### config.mk
export PLATFORM = sky130hd
export DESIGN_NAME = div_issue_ctrl
export DESIGN_NICKNAME = d
export VERILOG_FILES = /design/src/rtl/div_issue_ctrl_pkg.sv /design/src/rtl/div_result_fifo.sv /design/src/rtl/div_issue_ctrl.sv
export SDC_FILE = /design/constraint.sdc
export NUM_CORES = 1
export LEC_CHECK = 0
export BUFFER_PORTS_ARGS = -buffer_cell sky130_fd_sc_hd__buf_2
export CAP_MARGIN = 10
export CELL_PAD_IN_SITES_DETAIL_PLACEMENT = 2
export CELL_PAD_IN_SITES_GLOBAL_PLACEMENT = 2
export CORE_UTILIZATION = 45
export CTS_BUF_LIST = sky130_fd_sc_hd__clkbuf_4
export DETAILED_ROUTE_END_ITERATION = 7
export HOLD_SLACK_MARGIN = 0.1
export PLACE_DENSITY_LB_ADDON = 0.1
export SLEW_MARGIN = 10
export SYNTH_ARGS = -nofsm -noshare
export SYNTH_HDL_FRONTEND = slang
export SYNTH_SLANG_ARGS = --single-unit
### constraint.sdc
create_clock -name clock -period 12.3 [get_ports clock]
set_clock_uncertainty 0.1 [all_clocks]
set_input_delay 2.46 -clock clock [delete_from_list [all_inputs] [get_ports clock]]
set_output_delay 2.46 -clock clock [all_outputs]
set_load 0.02 [all_outputs]
### src/rtl/div_issue_ctrl_pkg.sv
// Shared types and constants for the divider issue/retire controller.
// Operand extension lives here so every consumer agrees on the 33-bit format.
package div_issue_ctrl_pkg;

  typedef enum logic [1:0] {
    DIV  = 2'd0,
    DIVU = 2'd1,
    REM  = 2'd2,
    REMU = 2'd3
  } div_op_e;

  localparam int DIV_WIDTH       = 33;
  localparam int XLEN            = 32;
  localparam int OP_UNSIGNED_BIT = 0;
  localparam int OP_REM_BIT      = 1;

  // Bit 32 carries the sign for signed ops and is forced to 0 for unsigned ops.
  function automatic logic [DIV_WIDTH-1:0] extend_operand(input logic [XLEN-1:0] v,
                                                          input logic            is_unsigned);
    return {~is_unsigned & v[XLEN-1], v};
  endfunction

endpackage

### src/rtl/div_result_fifo.sv
// First-word-fall-through result FIFO with occupancy count.
// Pointers carry one extra wrap bit so full and empty are distinguishable.
module div_result_fifo #(
  parameter int WIDTH = 37,
  parameter int DEPTH = 16
) (
  input  logic                     clk_i,
  input  logic                     rst_i,
  input  logic                     push_i,
  input  logic [WIDTH-1:0]         wdata_i,
  input  logic                     pop_i,
  output logic [WIDTH-1:0]         rdata_o,
  output logic                     valid_o,
  output logic [$clog2(DEPTH):0]   count_o
);

  localparam int AW = $clog2(DEPTH);

  logic [WIDTH-1:0] mem_q [DEPTH];
  logic [AW:0]      wr_ptr_q, wr_ptr_d;
  logic [AW:0]      rd_ptr_q, rd_ptr_d;
  logic             empty, full, do_push, do_pop;

  assign count_o  = wr_ptr_q - rd_ptr_q;
  assign empty    = (wr_ptr_q == rd_ptr_q);
  assign full     = (count_o == (AW+1)'(DEPTH));
  assign do_pop   = pop_i & ~empty;
  // A simultaneous pop frees the slot being written when full.
  assign do_push  = push_i & (~full | do_pop);
  assign wr_ptr_d = wr_ptr_q + (AW+1)'(do_push);
  assign rd_ptr_d = rd_ptr_q + (AW+1)'(do_pop);

  always_ff @(posedge clk_i) begin
    if (rst_i) begin
      wr_ptr_q <= '0;
      rd_ptr_q <= '0;
    end else begin
      wr_ptr_q <= wr_ptr_d;
      rd_ptr_q <= rd_ptr_d;
    end
  end

  always_ff @(posedge clk_i) begin
    if (do_push) mem_q[wr_ptr_q[AW-1:0]] <= wdata_i;
  end

  assign valid_o = ~empty;
  assign rdata_o = empty ? '0 : mem_q[rd_ptr_q[AW-1:0]];

  assert property (@(posedge clk_i) disable iff (rst_i) !(push_i && full && !pop_i));

endmodule

### src/rtl/div_issue_ctrl.sv
// Issue/retire wrapper around an external tag-less pipelined 33-bit divider:
// operand extension, in-flight tracking, quotient/remainder select, credit-guarded result FIFO.
module div_issue_ctrl
  import div_issue_ctrl_pkg::*;
#(
  parameter int DIV_LATENCY = 12,
  parameter int TAG_W       = 5,
  parameter int FIFO_DEPTH  = 16
) (
  input  logic                 clock,
  input  logic                 reset,
  input  logic                 req_valid,
  output logic                 req_ready,
  input  logic [1:0]           req_op,
  input  logic [XLEN-1:0]      req_a,
  input  logic [XLEN-1:0]      req_b,
  input  logic [TAG_W-1:0]     req_tag,
  output logic                 resp_valid,
  input  logic                 resp_ready,
  output logic [XLEN-1:0]      resp_data,
  output logic [TAG_W-1:0]     resp_tag,
  output logic [DIV_WIDTH-1:0] div_numer,
  output logic [DIV_WIDTH-1:0] div_denom,
  input  logic [DIV_WIDTH-1:0] div_quotient,
  input  logic [DIV_WIDTH-1:0] div_remain
);

  localparam int CNT_W = $clog2(FIFO_DEPTH) + 1;
  localparam int CRD_W = CNT_W + 1;
  localparam int ENT_W = XLEN + TAG_W;

  logic                 accept, trk_exit, pop;
  logic [DIV_WIDTH-1:0] numer_q, numer_d, denom_q, denom_d;
  logic [DIV_LATENCY:0] trk_vld_q, trk_rem_q;
  logic [TAG_W-1:0]     trk_tag_q [DIV_LATENCY+1];
  logic [CRD_W-1:0]     inflight_q, inflight_d;
  logic [CNT_W-1:0]     fifo_count;
  logic [ENT_W-1:0]     fifo_wdata, fifo_rdata;
  logic [XLEN-1:0]      result;
  logic                 unused_msb;

  // Credits depend on state only, never on req_valid.
  assign req_ready = (CRD_W'(fifo_count) + inflight_q) < CRD_W'(FIFO_DEPTH);
  assign accept    = req_valid & req_ready;

  always_comb begin
    numer_d = '0;
    denom_d = '0;
    if (accept) begin
      numer_d = extend_operand(req_a, req_op[OP_UNSIGNED_BIT]);
      denom_d = extend_operand(req_b, req_op[OP_UNSIGNED_BIT]);
    end
  end

  // Input stage: zero when idle so garbage operands never reach the divider.
  always_ff @(posedge clock) begin
    if (reset) begin
      numer_q <= '0;
      denom_q <= '0;
    end else begin
      numer_q <= numer_d;
      denom_q <= denom_d;
    end
  end

  assign div_numer = numer_q;
  assign div_denom = denom_q;

  // Tracker: stage DIV_LATENCY lines up with the divider output for that request.
  always_ff @(posedge clock) begin
    if (reset) begin
      trk_vld_q  <= '0;
      inflight_q <= '0;
    end else begin
      trk_vld_q  <= {trk_vld_q[DIV_LATENCY-1:0], accept};
      inflight_q <= inflight_d;
    end
  end

  always_ff @(posedge clock) begin
    trk_rem_q    <= {trk_rem_q[DIV_LATENCY-1:0], accept & req_op[OP_REM_BIT]};
    trk_tag_q[0] <= accept ? req_tag : '0;
    for (int i = 1; i <= DIV_LATENCY; i++) trk_tag_q[i] <= trk_tag_q[i-1];
  end

  assign trk_exit   = trk_vld_q[DIV_LATENCY];
  assign inflight_d = inflight_q + CRD_W'(accept) - CRD_W'(trk_exit);

  // Result select and FIFO write.
  assign result     = trk_rem_q[DIV_LATENCY] ? div_remain[XLEN-1:0] : div_quotient[XLEN-1:0];
  assign fifo_wdata = {result, trk_tag_q[DIV_LATENCY]};
  assign pop        = resp_valid & resp_ready;
  assign unused_msb = div_quotient[DIV_WIDTH-1] ^ div_remain[DIV_WIDTH-1];

  div_result_fifo #(
    .WIDTH (ENT_W),
    .DEPTH (FIFO_DEPTH)
  ) u_fifo (
    .clk_i   (clock),
    .rst_i   (reset),
    .push_i  (trk_exit),
    .wdata_i (fifo_wdata),
    .pop_i   (pop),
    .rdata_o (fifo_rdata),
    .valid_o (resp_valid),
    .count_o (fifo_count)
  );

  assign resp_data = fifo_rdata[ENT_W-1:TAG_W];
  assign resp_tag  = fifo_rdata[TAG_W-1:0];

endmodule

# After elaboration in Yosys (flattened, before gate mapping)
# Memory sizes are Yosys's and may differ from the RTL's. A register that Yosys moved wholly into a read port is not among the register bits.
# Index checks and enable logic that the tools add are counted.
# op_classes
add_sub_neg	6
multipliers	0
div	0
order_cmp	1
n_eq_ne	2
shift	0
muxes	6
bitwise_logic	12
n_reduce_logical	1
# op_table
op	n
$mux W37	1
$mux W32	1
$add A5 B1 Y5	2
$and A1 B1 Y1	7
$add A5 B6 Y6	1
$add A6 B1 Y6	1
$lt A6 B5 Y1 const B	1
$sub A6 B1 Y6	1
$eq A5 B5 Y1	1
$eq A5 B5 Y1 const B	1
$mux W5	1
$sub A5 B5 Y5	1
$mux W4	1
$not A1 Y1	4
$mux W1	2
$reduce_or A2 Y1	1
$or A1 B1 Y1	1
# totals
register_bits	108
latch_bits	0
ram_bits	657
romBits	0
inputBits	141
output_inout_bits	105
wordCells	37
memories	2
# memory_table
name	depth	word_bits	rd	rd_ports_with_merged_regs	write_ports	line	text
u_fifo.mem_q	16	37	1	1	1	div_result_fifo.sv:19	logic [WIDTH-1:0] mem_q [DEPTH];
trk_tag_q	13	5	13	0	13	div_issue_ctrl.sv:35	logic [TAG_W-1:0] trk_tag_q [DIV_LATENCY+1];

# Logic depth before layout (Yosys ltp)
# depth
depth_word	8
depth_mapped	21

# By module
# A second synthesis with hierarchy kept.
# unflattened
cells_unflattened	1352
area_unflattened_um2	27760.4
# modules_own_cells
module	instances	cells_per_inst	area_per_inst_um2
div_result_fifo	1	993	23062.1
div_issue_ctrl	1	359	4698.3

# Worst setup path before layout
# OpenSTA, ideal clock, no wires.
# synth_timing
kind	input to register
start	in resp_ready
end	mem u_fifo.mem_q[7][0], enable pin
setup_ns	0.632
t_arrival_ns	8.793
t_required_ns	11.568
slack_ns	2.775
cell_stages	4
path_buffers	0
path_cell_list	inv_1 > a41oi_1 > a2111oi_4 > a2111oi_0
# synth_via
elab_chain_cells	6
# synth_lines
element	line	text
start, declared	div_issue_ctrl.sv:19	input logic resp_ready,
$and A1 B1 Y1	div_issue_ctrl.sv:92	assign pop = resp_valid & resp_ready;
$and A1 B1 Y1	div_result_fifo.sv:27	assign do_pop = pop_i & ~empty;
$or A1 B1 Y1	div_result_fifo.sv:29	assign do_push = push_i & (~full | do_pop);
$and A1 B1 Y1	div_result_fifo.sv:29	
$mux W1	div_result_fifo.sv:44	if (do_push) mem_q[wr_ptr_q[AW-1:0]] <= wdata_i;
$mux W1 (implied by the code)	div_result_fifo.sv:44	
end, declared	div_result_fifo.sv:19	
# No other way between the ends.

# Final worst setup path
# layout_timing
start	reg u_fifo.wr_ptr_q[0]
end	out req_ready
# layout_via
elab_chain_cells	3
# layout_lines
element	line	text
start, declared	div_result_fifo.sv:20	logic [AW:0] wr_ptr_q, wr_ptr_d;
start signal, assigned	div_result_fifo.sv:38	wr_ptr_q <= wr_ptr_d;
$sub A5 B5 Y5	div_result_fifo.sv:24	assign count_o = wr_ptr_q - rd_ptr_q;
$add A5 B6 Y6	div_issue_ctrl.sv:43	assign req_ready = (CRD_W'(fifo_count) + inflight_q) < CRD_W'(FIFO_DEPTH);
$lt A6 B5 Y1	div_issue_ctrl.sv:43	
end, declared	div_issue_ctrl.sv:13	output logic req_ready,
# No other way between the ends.

==> metrics <==
status finished, final reports clean; reg2reg path depth 20; FF+latch area 21250 um^2; Die Ht between 200 and 300 um; Commonest cells post-synth edfxtp_1 (592), dfxtp_1 (173), mux4_2 (148); post-cts repair resize count 0; slowest cell on the critical path dfxtp_1; worst r2r src u_fifo.wr_ptr_q[0]; Pwr per Cell Area about 170 nW/um^2; Post-synth EDFFs about 600; most frequent cell after synthesis edfxtp_1; maxcap violations 0; Area Growth Syn to Fin 17.76%; crit path capture type primary output; max-slew violation count 0; max_slew headroom 25.88%; cell family with most CP delay buffers and inverters; Syn Std Cell Area approximately 28000 um^2; via count around 15000; crit path max fanout 18; Die W 250.4 um; CP Class register to primary output; Clock Pin Slew Worst Setup and Hold Paths about 80 ps; Worst path max stage delay about 800 ps; wire per inst between 20 and 30 um; total power 5.506 mW; die area 62710 um^2; vias in the first global route 16999; final setup violation count 0; Tot GR Track Use approximately 25%; gr ovfl total 0; largest net degree at the start of global routing between 100 and 150; sequential fraction of the synthesis area between 70% and 80%; Worst VDD drop ~0.096 mV; CP Cell Sequence clkinv_1 -> ha_1 -> inv_1 -> fa_1 -> a21o_1 -> a21oi_1 -> xnor2_2 -> buf_4 -> ha_1 -> nor3_1 -> nor2_1 -> mux2_2 -> inv_1 -> buf_2; YS warnings 0; cell taking the most area after synthesis edfxtp_1; worst min path class register to register; Clock Path Buffers 3; clock period minus worst slack slightly below 8000 ps; startpoint type of the worst setup path register; routability cong. approximately 0.7; Worst-Margin Slew between 1000 and 1500 ps; DR vias/cell approximately 5.5; share of cells above drive strength 1 41.91%; dpl hpwl ~40000 um; first-pass GRT wire length ~110000 um; antenna violations before repair 1; Async SR Flop Fraction 0%; Final #Nets 1910; Avg Cell Area, Syn 20.66 um^2; Post-Synthesis Cells approximately 1300; Leak about 12 nW; Hold Path End trk_tag_q[1][10]; Reg2Reg Capture Point inflight_q[4]; clk_lat worst skew roughly 990 ps; CTS root buf clkbuf_4; period utilisation layout a little over three fifths; WP buf/inv 5; final hold vios 0; hold_sp trk_tag_q[1][5]; Yosys reg bits between 700 and 800; io pins 246; 1st-iter DRT viols approximately 940; WP data required approximately 9700 ps; top area cells in the synthesized netlist edfxtp_1 (64%), dfxtp_1 (12%), mux4_2 (12%); CTS buffer count around 190; core area ~61000 um^2; fillers 5311; CP startpoint u_fifo.wr_ptr_q[0]; footprint of the multi-input gates approximately 6300 um^2; # Post-CTS Setup Buffers 0; clock sink total approximately 770; Routed Wire Length about 75000 um; setup_tns 0 ps; hold path depth 0; predominant post-synthesis flop cell edfxtp_1; Std-Cell Rows 90; htree depth 4; post-synth cell types 46; R2R Setup Slk roughly 6700 ps; Port Buffers approximately 240; DRC Markers 0; Initial Util between 40% and 50%; cts hold-fix bufs 0; drt pass-1 iters 5; syn_nets between 1500 and 2000; RSZ-0062 raised after global routing false; remaining antenna violation count 0; worst hold slack 210.3 ps; CTS tree built; Critical Path AT between 5000 and 6000 ps; Fmax roughly 130 MHz; fraction of post-synthesis cell area in the top cell type by area 64.01%
## worst max path at each step
| stage | cells past startpoint | endpoint | slack (ps) |
|---|---|---|---|
| floorplan | 4 | u_fifo.mem_q[7][0] | 2780 |
| global placement | 14 | req_ready | 5810 |
| detailed placement | 14 | req_ready | 5580 |
| CTS | 14 | req_ready | 4390 |
| global route | 14 | req_ready | 4140 |
| finish | 14 | req_ready | 4580 |
## report_power, final
| part | internal (mW) | total [mW] | switching [mW] |
|---|---|---|---|
| sequential | 2.92 | 2.96 | 0.0432 |
| clock | 1.20 | 2.27 | 1.07 |
| combinational | 0.0941 | 0.273 | 0.179 |
| total | 4.22 | 5.51 | 1.29 |
## metrics by stage
| stage | util, % | std cells | instance area [um^2] | worst slack [ps] |
|---|---|---|---|---|
| detailed placement | 49.60 | 2335 | 30100 | 5580 |
| global route | 53.87 | 2687 | 32700 | 4141 |
| global placement | 49.60 | 2335 | 30100 | 5807 |
| CTS | 53.87 | 2686 | 32700 | 4394 |
| floorplan | - | 1344 | 27770 | 2775 |
| finish | 53.88 | 2689 | 32700 | 4583 |
## cell families after synthesis
logic type                 Yosys count  synth area share (%)
AOI/OAI and AO/OA                   71                 1.919
xor gates and xnor gates            11                0.3469
adders and majority gates           20                0.9551
buffers and inverters               85                 1.271
DFF                                765                 76.48
muxes                              256                 16.04
and+or+nand+nor                    136                 2.983
## state kept, by name (all words and copies together), names as in the netlist
signal / count
trk_rem_q: 13
u_fifo.mem_q: 592
div_denom: 33
trk_vld_q: 13
u_fifo.wr_ptr_q: 5
trk_tag_q: 65
u_fifo.rd_ptr_q: 5
inflight_q: 6
div_numer: 33
## layer usage
| metal | wire length [um] | vias to the layer above | global-route usage, % |
|---|---|---|---|
| met3 | 3896 | 108 | 5.944 |
| met2 | 39650 | 490 | 42.83 |
| li1 | - | 6328 | - |
| met4 | 1277 | 0 | 7.590 |
| met5 | 0 | - | 0 |
| met1 | 30490 | 7908 | 30.31 |
## cells in the final DEF (no fill, tap or decap), types with 5 or more instances in the layout
| cell | synthesis | final |
|---|---|---|
| dfxtp_1 | 173 | 170 |
| buf_4 | 1 | 30 |
| clkinv_1 | 2 | 36 |
| and2_1 | 66 | 66 |
| nor3_1 | 6 | 6 |
| nand2b_1 | 6 | 6 |
| and3b_1 | 8 | 8 |
| mux2i_1 | 75 | 75 |
| nor2b_1 | 20 | 20 |
| inv_1 | 18 | 18 |
| mux4_2 | 148 | 148 |
| a2111oi_4 | 1 | 5 |
| nor2_1 | 11 | 11 |
| o22ai_1 | 37 | 37 |
| bufinv_16 | 0 | 5 |
| ha_1 | 18 | 18 |
| clkbuf_4 | 0 | 297 |
| a2111oi_2 | 4 | 8 |
| mux2_2 | 33 | 33 |
| edfxtp_1 | 592 | 592 |
| clkinv_2 | 0 | 5 |
| buf_2 | 17 | 243 |
| xnor2_1 | 7 | 6 |
## cell type report
class                   count  share of cell area, %
repair buffers            274                  4.469
multi-input cells         494                  19.38
clock buffers             297                  6.818
flip-flops and latches    765                  64.98
well taps                 782                  2.992
inverters                  20                 0.2372
clock inverters            54                  1.106
diodes                      3                0.02296
Power figures use the tool's default switching activity.
